==> config.mk <==
export PLATFORM = sky130hd
export DESIGN_NAME = uart_tx_port_flat
export DESIGN_NICKNAME = d
export VERILOG_FILES = /design/src/rtl/uart_tx_port_if.sv /design/src/rtl/uart_tx_port.sv /design/src/flat_wrapper.sv
export SDC_FILE = /design/constraint.sdc
export NUM_CORES = 1
export LEC_CHECK = 0
export CAP_MARGIN = 20
export CORE_MARGIN = 1.5
export CORE_UTILIZATION = 25
export CTS_CLUSTER_DIAMETER = 80
export CTS_CLUSTER_SIZE = 20
export DETAILED_ROUTE_END_ITERATION = 7
export HOLD_SLACK_MARGIN = 0.15
export PLACE_DENSITY = 0.4
export SETUP_SLACK_MARGIN = 0.02
export SYNTH_ARGS = -nofsm -noshare
export SYNTH_HDL_FRONTEND = slang
export SYNTH_SLANG_ARGS = --single-unit
==> constraint.sdc <==
create_clock -name clk -period 7 [get_ports clk]
set_clock_uncertainty 0.1 [all_clocks]
set_input_delay 2.1 -clock clk [delete_from_list [all_inputs] [get_ports clk]]
set_output_delay 2.1 -clock clk [all_outputs]
set_load 0.005 [all_outputs]
==> src/rtl/uart_tx_port_if.sv <==
// Byte-wide peripheral bus between the CPU memory I/O decoder and the UART transmitter.
// The CPU side drives address, data and strobes; the peripheral returns read data.
interface uart_tx_port_if;
  logic [2:0] addr;
  logic [7:0] wr_data;
  logic       we;
  logic       re;
  logic [7:0] rd_data;

  modport master (output addr, wr_data, we, re, input rd_data);
  modport slave  (input addr, wr_data, we, re, output rd_data);
endinterface

==> src/rtl/uart_tx_port.sv <==
// Memory-mapped 8N1 UART transmitter: a CPU-fed byte FIFO drains into a self-timed
// serializer, with STATUS/CTRL registers and a level "need data" interrupt.
module uart_tx_port #(
  parameter int CLK_DIV    = 434,
  parameter int FIFO_DEPTH = 4
) (
  input  logic            clk,
  input  logic            reset,
  uart_tx_port_if.slave   bus,
  output logic            sout,
  output logic            intr
);

  localparam int PW = $clog2(FIFO_DEPTH);
  localparam int CW = $clog2(CLK_DIV);
  localparam logic [CW-1:0] BAUD_LAST  = CW'(CLK_DIV - 1);
  localparam logic [PW:0]   COUNT_FULL = (PW + 1)'(FIFO_DEPTH);

  typedef enum logic [1:0] {IDLE, START, DATA, STOP} state_t;

  state_t        state;
  logic [CW-1:0] baud_cnt;
  logic [2:0]    bit_idx;
  logic [7:0]    shift;

  logic [7:0]    fifo_mem [FIFO_DEPTH];
  logic [PW-1:0] wr_ptr;
  logic [PW-1:0] rd_ptr;
  logic [PW:0]   count;
  logic          ovr;
  logic          ien;

  logic fifo_empty, fifo_full, baud_done, pop, push_req, push, tx_idle;
  logic unused_re;

  assign unused_re  = bus.re;
  assign fifo_empty = (count == '0);
  assign fifo_full  = (count == COUNT_FULL);
  assign baud_done  = (baud_cnt == BAUD_LAST);
  assign tx_idle    = fifo_empty && (state == IDLE);

  // Pop either to start from idle or on the last stop-bit cycle so frames run back-to-back.
  assign pop      = !fifo_empty && ((state == IDLE) || ((state == STOP) && baud_done));
  assign push_req = bus.we && (bus.addr == 3'd0);
  assign push     = push_req && (!fifo_full || pop);

  // NOTE: FIFO storage is deliberately not reset; validity is carried by count and pointers.
  always_ff @(posedge clk) begin
    if (push) fifo_mem[wr_ptr] <= bus.wr_data;
  end

  always_ff @(posedge clk or posedge reset) begin
    if (reset) begin
      wr_ptr <= '0;
      rd_ptr <= '0;
      count  <= '0;
      ovr    <= 1'b0;
      ien    <= 1'b0;
    end else begin
      if (push) wr_ptr <= wr_ptr + 1'b1;
      if (pop)  rd_ptr <= rd_ptr + 1'b1;
      case ({push, pop})
        2'b10:   count <= count + 1'b1;
        2'b01:   count <= count - 1'b1;
        default: ;
      endcase
      if (push_req && !push)
        ovr <= 1'b1;
      else if (bus.we && (bus.addr == 3'd1) && bus.wr_data[3])
        ovr <= 1'b0;
      if (bus.we && (bus.addr == 3'd2)) ien <= bus.wr_data[0];
    end
  end

  // NOTE: all state here uses non-blocking assignments so every branch sees pre-edge values.
  always_ff @(posedge clk or posedge reset) begin
    if (reset) begin
      state    <= IDLE;
      baud_cnt <= '0;
      bit_idx  <= '0;
      shift    <= '0;
      sout     <= 1'b1;
    end else begin
      case (state)
        IDLE: begin
          if (pop) begin
            shift    <= fifo_mem[rd_ptr];
            baud_cnt <= '0;
            sout     <= 1'b0;
            state    <= START;
          end
        end
        START: begin
          if (baud_done) begin
            baud_cnt <= '0;
            bit_idx  <= '0;
            sout     <= shift[0];
            state    <= DATA;
          end else begin
            baud_cnt <= baud_cnt + 1'b1;
          end
        end
        DATA: begin
          if (baud_done) begin
            baud_cnt <= '0;
            if (bit_idx == 3'd7) begin
              sout  <= 1'b1;
              state <= STOP;
            end else begin
              shift   <= shift >> 1;
              sout    <= shift[1];
              bit_idx <= bit_idx + 1'b1;
            end
          end else begin
            baud_cnt <= baud_cnt + 1'b1;
          end
        end
        STOP: begin
          if (baud_done) begin
            baud_cnt <= '0;
            if (pop) begin
              shift <= fifo_mem[rd_ptr];
              sout  <= 1'b0;
              state <= START;
            end else begin
              state <= IDLE;
            end
          end else begin
            baud_cnt <= baud_cnt + 1'b1;
          end
        end
        default: state <= IDLE;
      endcase
    end
  end

  // NOTE: default assignment first keeps this combinational block from inferring a latch.
  always_comb begin
    bus.rd_data = 8'h00;
    case (bus.addr)
      3'd1:    bus.rd_data = {4'b0000, ovr, tx_idle, fifo_full, fifo_empty};
      3'd2:    bus.rd_data = {7'b0000000, ien};
      default: ;
    endcase
  end

  assign intr = ien & fifo_empty;

endmodule

==> src/flat_wrapper.sv <==
// flat-port wrapper written by rule: the top's interface ports become plain ports
module uart_tx_port_flat 
#(
  parameter int CLK_DIV    = 434,
  parameter int FIFO_DEPTH = 4
)
  (clk, reset, sout, intr, bus_addr, bus_wr_data, bus_we, bus_re, bus_rd_data);
  uart_tx_port_if bus_i ();
  input  logic clk;
  input  logic reset;
  output logic sout;
  output logic intr;
  input wire logic [$bits(bus_i.addr)-1:0] bus_addr;
  input wire logic [$bits(bus_i.wr_data)-1:0] bus_wr_data;
  input wire logic [$bits(bus_i.we)-1:0] bus_we;
  input wire logic [$bits(bus_i.re)-1:0] bus_re;
  output wire logic [$bits(bus_i.rd_data)-1:0] bus_rd_data;
  assign bus_i.addr = bus_addr;
  assign bus_i.wr_data = bus_wr_data;
  assign bus_i.we = bus_we;
  assign bus_i.re = bus_re;
  assign bus_rd_data = bus_i.rd_data;
  uart_tx_port #(.CLK_DIV(CLK_DIV), .FIFO_DEPTH(FIFO_DEPTH)) u_core (.clk(clk), .reset(reset), .bus(bus_i), .sout(sout), .intr(intr));
endmodule
# After elaboration in Yosys (flattened, before gate mapping)
# Memories as Yosys holds them, arrays and structs flattened.
# Index checks and enable logic that the tools add are counted.
# Widths: inputs -> output; s select.
dict set report op_classes {
  addsub 6
  mul 0
  n_div 0
  order_cmp 0
  eq_ne 16
  n_shift 0
  mux 31
  n_bitwise 1
  reduce_logical 26
}
# operator n
set ops {}
lappend ops {{$mux 8} 4}
lappend ops {{$pmux 8 s3} 1}
lappend ops {{$mux 9} 2}
lappend ops {{$pmux 9 s2} 1}
lappend ops {{$pmux 3 s2} 2}
lappend ops {{$mux 1} 10}
lappend ops {{$mux 2} 5}
lappend ops {{$ne 2x1->1 const B} 5}
lappend ops {{$add 9x1->9 const B} 1}
lappend ops {{$eq 9x9->1 const B} 1}
lappend ops {{$logic_and 1x1->1} 9}
lappend ops {{$mux 3} 3}
lappend ops {{$pmux 2 s4} 1}
lappend ops {{$pmux 4 s2} 1}
lappend ops {{$reduce_and 4->1} 2}
lappend ops {{$add 3x1->3 const B} 2}
lappend ops {{$eq 2x2->1 const B} 3}
lappend ops {{$eq 3x3->1 const B} 2}
lappend ops {{$logic_not 3->1} 2}
lappend ops {{$reduce_bool 2->1} 3}
lappend ops {{$reduce_and 5->1} 1}
lappend ops {{$add 2x1->2 const B} 2}
lappend ops {{$eq 2x1->1 const B} 2}
lappend ops {{$pmux 1 s4} 1}
lappend ops {{other kinds (11)} 14}
dict set report word_totals {
  reg_bits 32
  latch_bits 0
  ramBits 32
  rom_bits 0
  inputBits 15
  memories 1
}
# name words word_bits rd rd_clocked_by_memory_dff wr line
set mem_list {}
lappend mem_list {u_core.fifo_mem 4 8 1 0 1 uart_tx_port.sv:26} ;# logic [7:0] fifo_mem [FIFO_DEPTH];

# Logic depth before layout (Yosys ltp)
dict set report depth {
  depth_word 9
  depth_mapped 12
  ltp_nobuf 11
}

# Worst setup path before layout
# OpenSTA, ideal clock, no wires.
dict set report synth_path {
  path_type {input to output}
  startpoint {input port bus_addr[1]}
  endpoint {output port bus_rd_data[3]}
  arrival_ps 2481
  path_slack_ps 2319
  stages 2
  path_buffers 0
  cell_sequence {nand2b_1 nor3b_1}
}
dict set report synth_between {
  elab_chain_len 2
  word_cells_on_any_way 3
}
# element line
set synth_rtl {}
lappend synth_rtl {{start: declaration} flat_wrapper.sv:13} ;# input wire logic [$bits(bus_i.addr)-1:0] bus_addr;
lappend synth_rtl {{$eq 3x2->1 or $eq 3x1->1 (tied branches)} uart_tx_port.sv:140} ;# case (bus.addr)
lappend synth_rtl {{$pmux 4 s2 (*)} uart_tx_port.sv:140}
lappend synth_rtl {{end: declaration} flat_wrapper.sv:17} ;# output wire logic [$bits(bus_i.rd_data)-1:0] bus_rd_data;
# Mark *: on every way between the ends. The rest lies on a longest branch, timed or not.

# Worst setup path in the final report
dict set report layout_path {
  startpoint {input port bus_addr[0]}
  endpoint {output port bus_rd_data[0]}
}
# The elaborated chain is that of the path after synthesis.

==> reports/metrics.cfg <==
[min_path]
min_path_cells=1
hold_path_class=reg2reg

[timing]
rsz0062_at_grt=no
finalCritPeriodShare=0.828
finalWorstSetupSlack_ns=1.20
finalMaxSlewViolations=0
worst_pin_slew_ns=0.615
min_period_ns=5.80
finalHoldViolCount=0
hold_slack_ns=0.386
setup_viol=0
maxSlewHeadroom=0.590
fmax_ghz=0.172
tns_ns=0

[clocking]
cts_resized=0
cts.sinks=64
cts-htree-levels=3
cts_tree=done
cts_hold_buf=0
cts_root_buf=clkbuf_16
cts_setup_buffers=0
clock_latency_ns=0.33
clkTransAtPathRegs_ns=0.06
cts_made_buffers=9
clockBufferDepth=2

[floorplanning]
die_h_um=116
die_area_um2=13500
rows=41
coreArea_um2=12600
die_w_um=116
num_io_pins=25
initial_core_util=0.255

[run_status]
status=completed

[layout]
antenna_cells=0
areaGrowthSynthToFinish_pct=20.6
fin_area_um2=3870
drive_gt1_frac=0.133
nets=316
instances_no_fill=465

[grt]
antenna_found_initial=0
globalRouteOverflowTotal=0
first_global_vias=2080
gr-usage-all-layers=0.105
grt_pass1_wl_um=10600
grt_max_degree=33

[power]
pwr-share-seq=0.366
pwr-share-comb=0.309
p_sw_uw=514
swShare=0.340
peakVddDrop_mv=0.144
pwr-share-clk=0.325
p_int_uw=995
power_leakage_uw=0.00148
p_per_area_nw_per_um2=390

[setup_path]
crit_top_cell=clkdlybuf4s50_1
cpPeakStageDelay_ns=0.55
path_depth=5
cp_top_family=buffers and inverters
r2r_cells=11
crit_slowest_cell=clkdlybuf4s50_1
crit_arrival_ns=3.60
path_buf_inv=2
critPathMaxFanout=6
required_ns=4.80
path_class=in2out
crit_path_cell_trace=clkdlybuf4s50_1 -> nor2b_1 -> nand2_1 -> a21oi_1 -> clkdlybuf4s50_1
startpoint_type=input port
end_kind=output pin

[yosys]
synth_area_um2=3210
yosys.area.top_type=edfxtp_1
syn_avg_cell_area_um2=12.0
synth_top_area_share=0.300
synthArstFlopShare=0.500
ys_types=57
synth_common_cells=edfxtp_1 (32), dfrtp_1 (31), nand2_1 (29), inv_1 (20), o21ai_0 (20)
synth_edf_count=32
synth_sequential_area_ratio=0.550
synth_cells=268
netlist_top_cells_area=edfxtp_1 (30%), dfrtp_1 (24%), mux4_2 (5.6%)
ys.flop_type=edfxtp_1
synth-warning-count=0
yosysMostFrequentCell=edfxtp_1
ys_ff_latch=64

[placed_design]
place_area_um2=3540
dpl_worst_slack_ns=1.15
dp_hpwl_um=4300
gp_congestion=0.714
port_buffers=19
place_inst=449

[route]
drt_iter0_drc=81
drtPass1Iterations=4
remaining_drc_errors=0
num_vias=2031
avgViaCountPerCell=4.37
drtAntennaViolNets=0
wirelength_um=6360
avgRoutedWirePerCell_um=13.7

[flow_run]
max-cap-violations=0

==> per-layer routing <==
metal | wire length, µm | global-route usage
met5 | 0 | 0
met4 | 70 | 0.0415
met3 | 238 | 0.0301
met2 | 2980 | 0.164
met1 | 3070 | 0.136
==> logic make-up (layout without fill, tap and decap cells) <==
family | count (synthesis) | count (layout) | synth area share
muxes | 9 | 9 | 0.0597
adders and majority gates | 13 | 13 | 0.0531
xor gates and xnor gates | 5 | 5 | 0.0137
and+or+nand+nor | 76 | 76 | 0.126
AOI/OAI and AO/OA | 66 | 66 | 0.145
DFF | 64 | 64 | 0.550
other | 1 | 4 | 0.00117
buffers and inverters | 34 | 56 | 0.0519
==> metrics by stage <==
| step | power, µW | util |
|---|---|---|
| detailed placement | 1030 | 0.282 |
| floorplan | 919 | - |
| global placement | 1030 | 0.282 |
| CTS | 1530 | 0.308 |
| global route | 1620 | 0.308 |
| finish | 1510 | 0.308 |
==> power groups by stage <==
stage	clock (µW)	sequential [µW]	combinational, µW
floorplan	0	513	406
global placement	0	562	468
detailed placement	0	561	472
CTS	503	555	474
global route	520	567	530
finish	490	552	466
==> final timing paths <==
check / slack (ns) / end / from
hold reg to reg: 0.39 / u_core.sout / u_core.sout
setup reg to reg: 4.32 / u_core.count[2] / u_core.baud_cnt[1]
setup / recovery: 1.20 / bus_rd_data[0] / bus_addr[0]
min in group asynchronous: 2.08 / u_core.bit_idx[0] / reset
max in group asynchronous: 4.38 / u_core.sout / reset
hold / removal: 0.39 / u_core.sout / u_core.sout
==> state kept, by name, indices dropped and copies added (netlist names) <==
| name | cells |
|---|---|
| u_core.fifo_mem | 32 |
| u_core.state | 2 |
| u_core.wr_ptr | 2 |
| u_core.bit_idx | 3 |
| u_core.baud_cnt | 9 |
| u_core.rd_ptr | 2 |
| u_core.ovr | 1 |
| u_core.ien | 1 |
| u_core.shift | 8 |
| u_core.count | 3 |
| u_core.sout | 1 |
==> area by class of cell <==
type	instances	area (µm²)
clock buffers	9	225
clock inverters	7	103
inverters	20	75.1
repair buffers	20	198
flip-flops and latches	64	1760
fillers	1266	8700
multi-input cells	173	1290
well taps	172	215
==> placed cells by master, fill, tap and decap left out, types with 6 or more instances in the layout <==
master	synthesis	final
a22o_1	6	6
nor2_1	9	9
mux4_2	8	8
and2_1	7	7
clkbuf_16	0	9
ha_1	12	12
o21ai_0	20	20
inv_1	20	20
edfxtp_1	32	32
nand2_1	29	29
dfrtp_1	31	31
o22ai_1	9	9
clkdlybuf4s50_1	0	19
a21oi_1	12	12
Note: power is estimated with default switching activity, not from simulation.
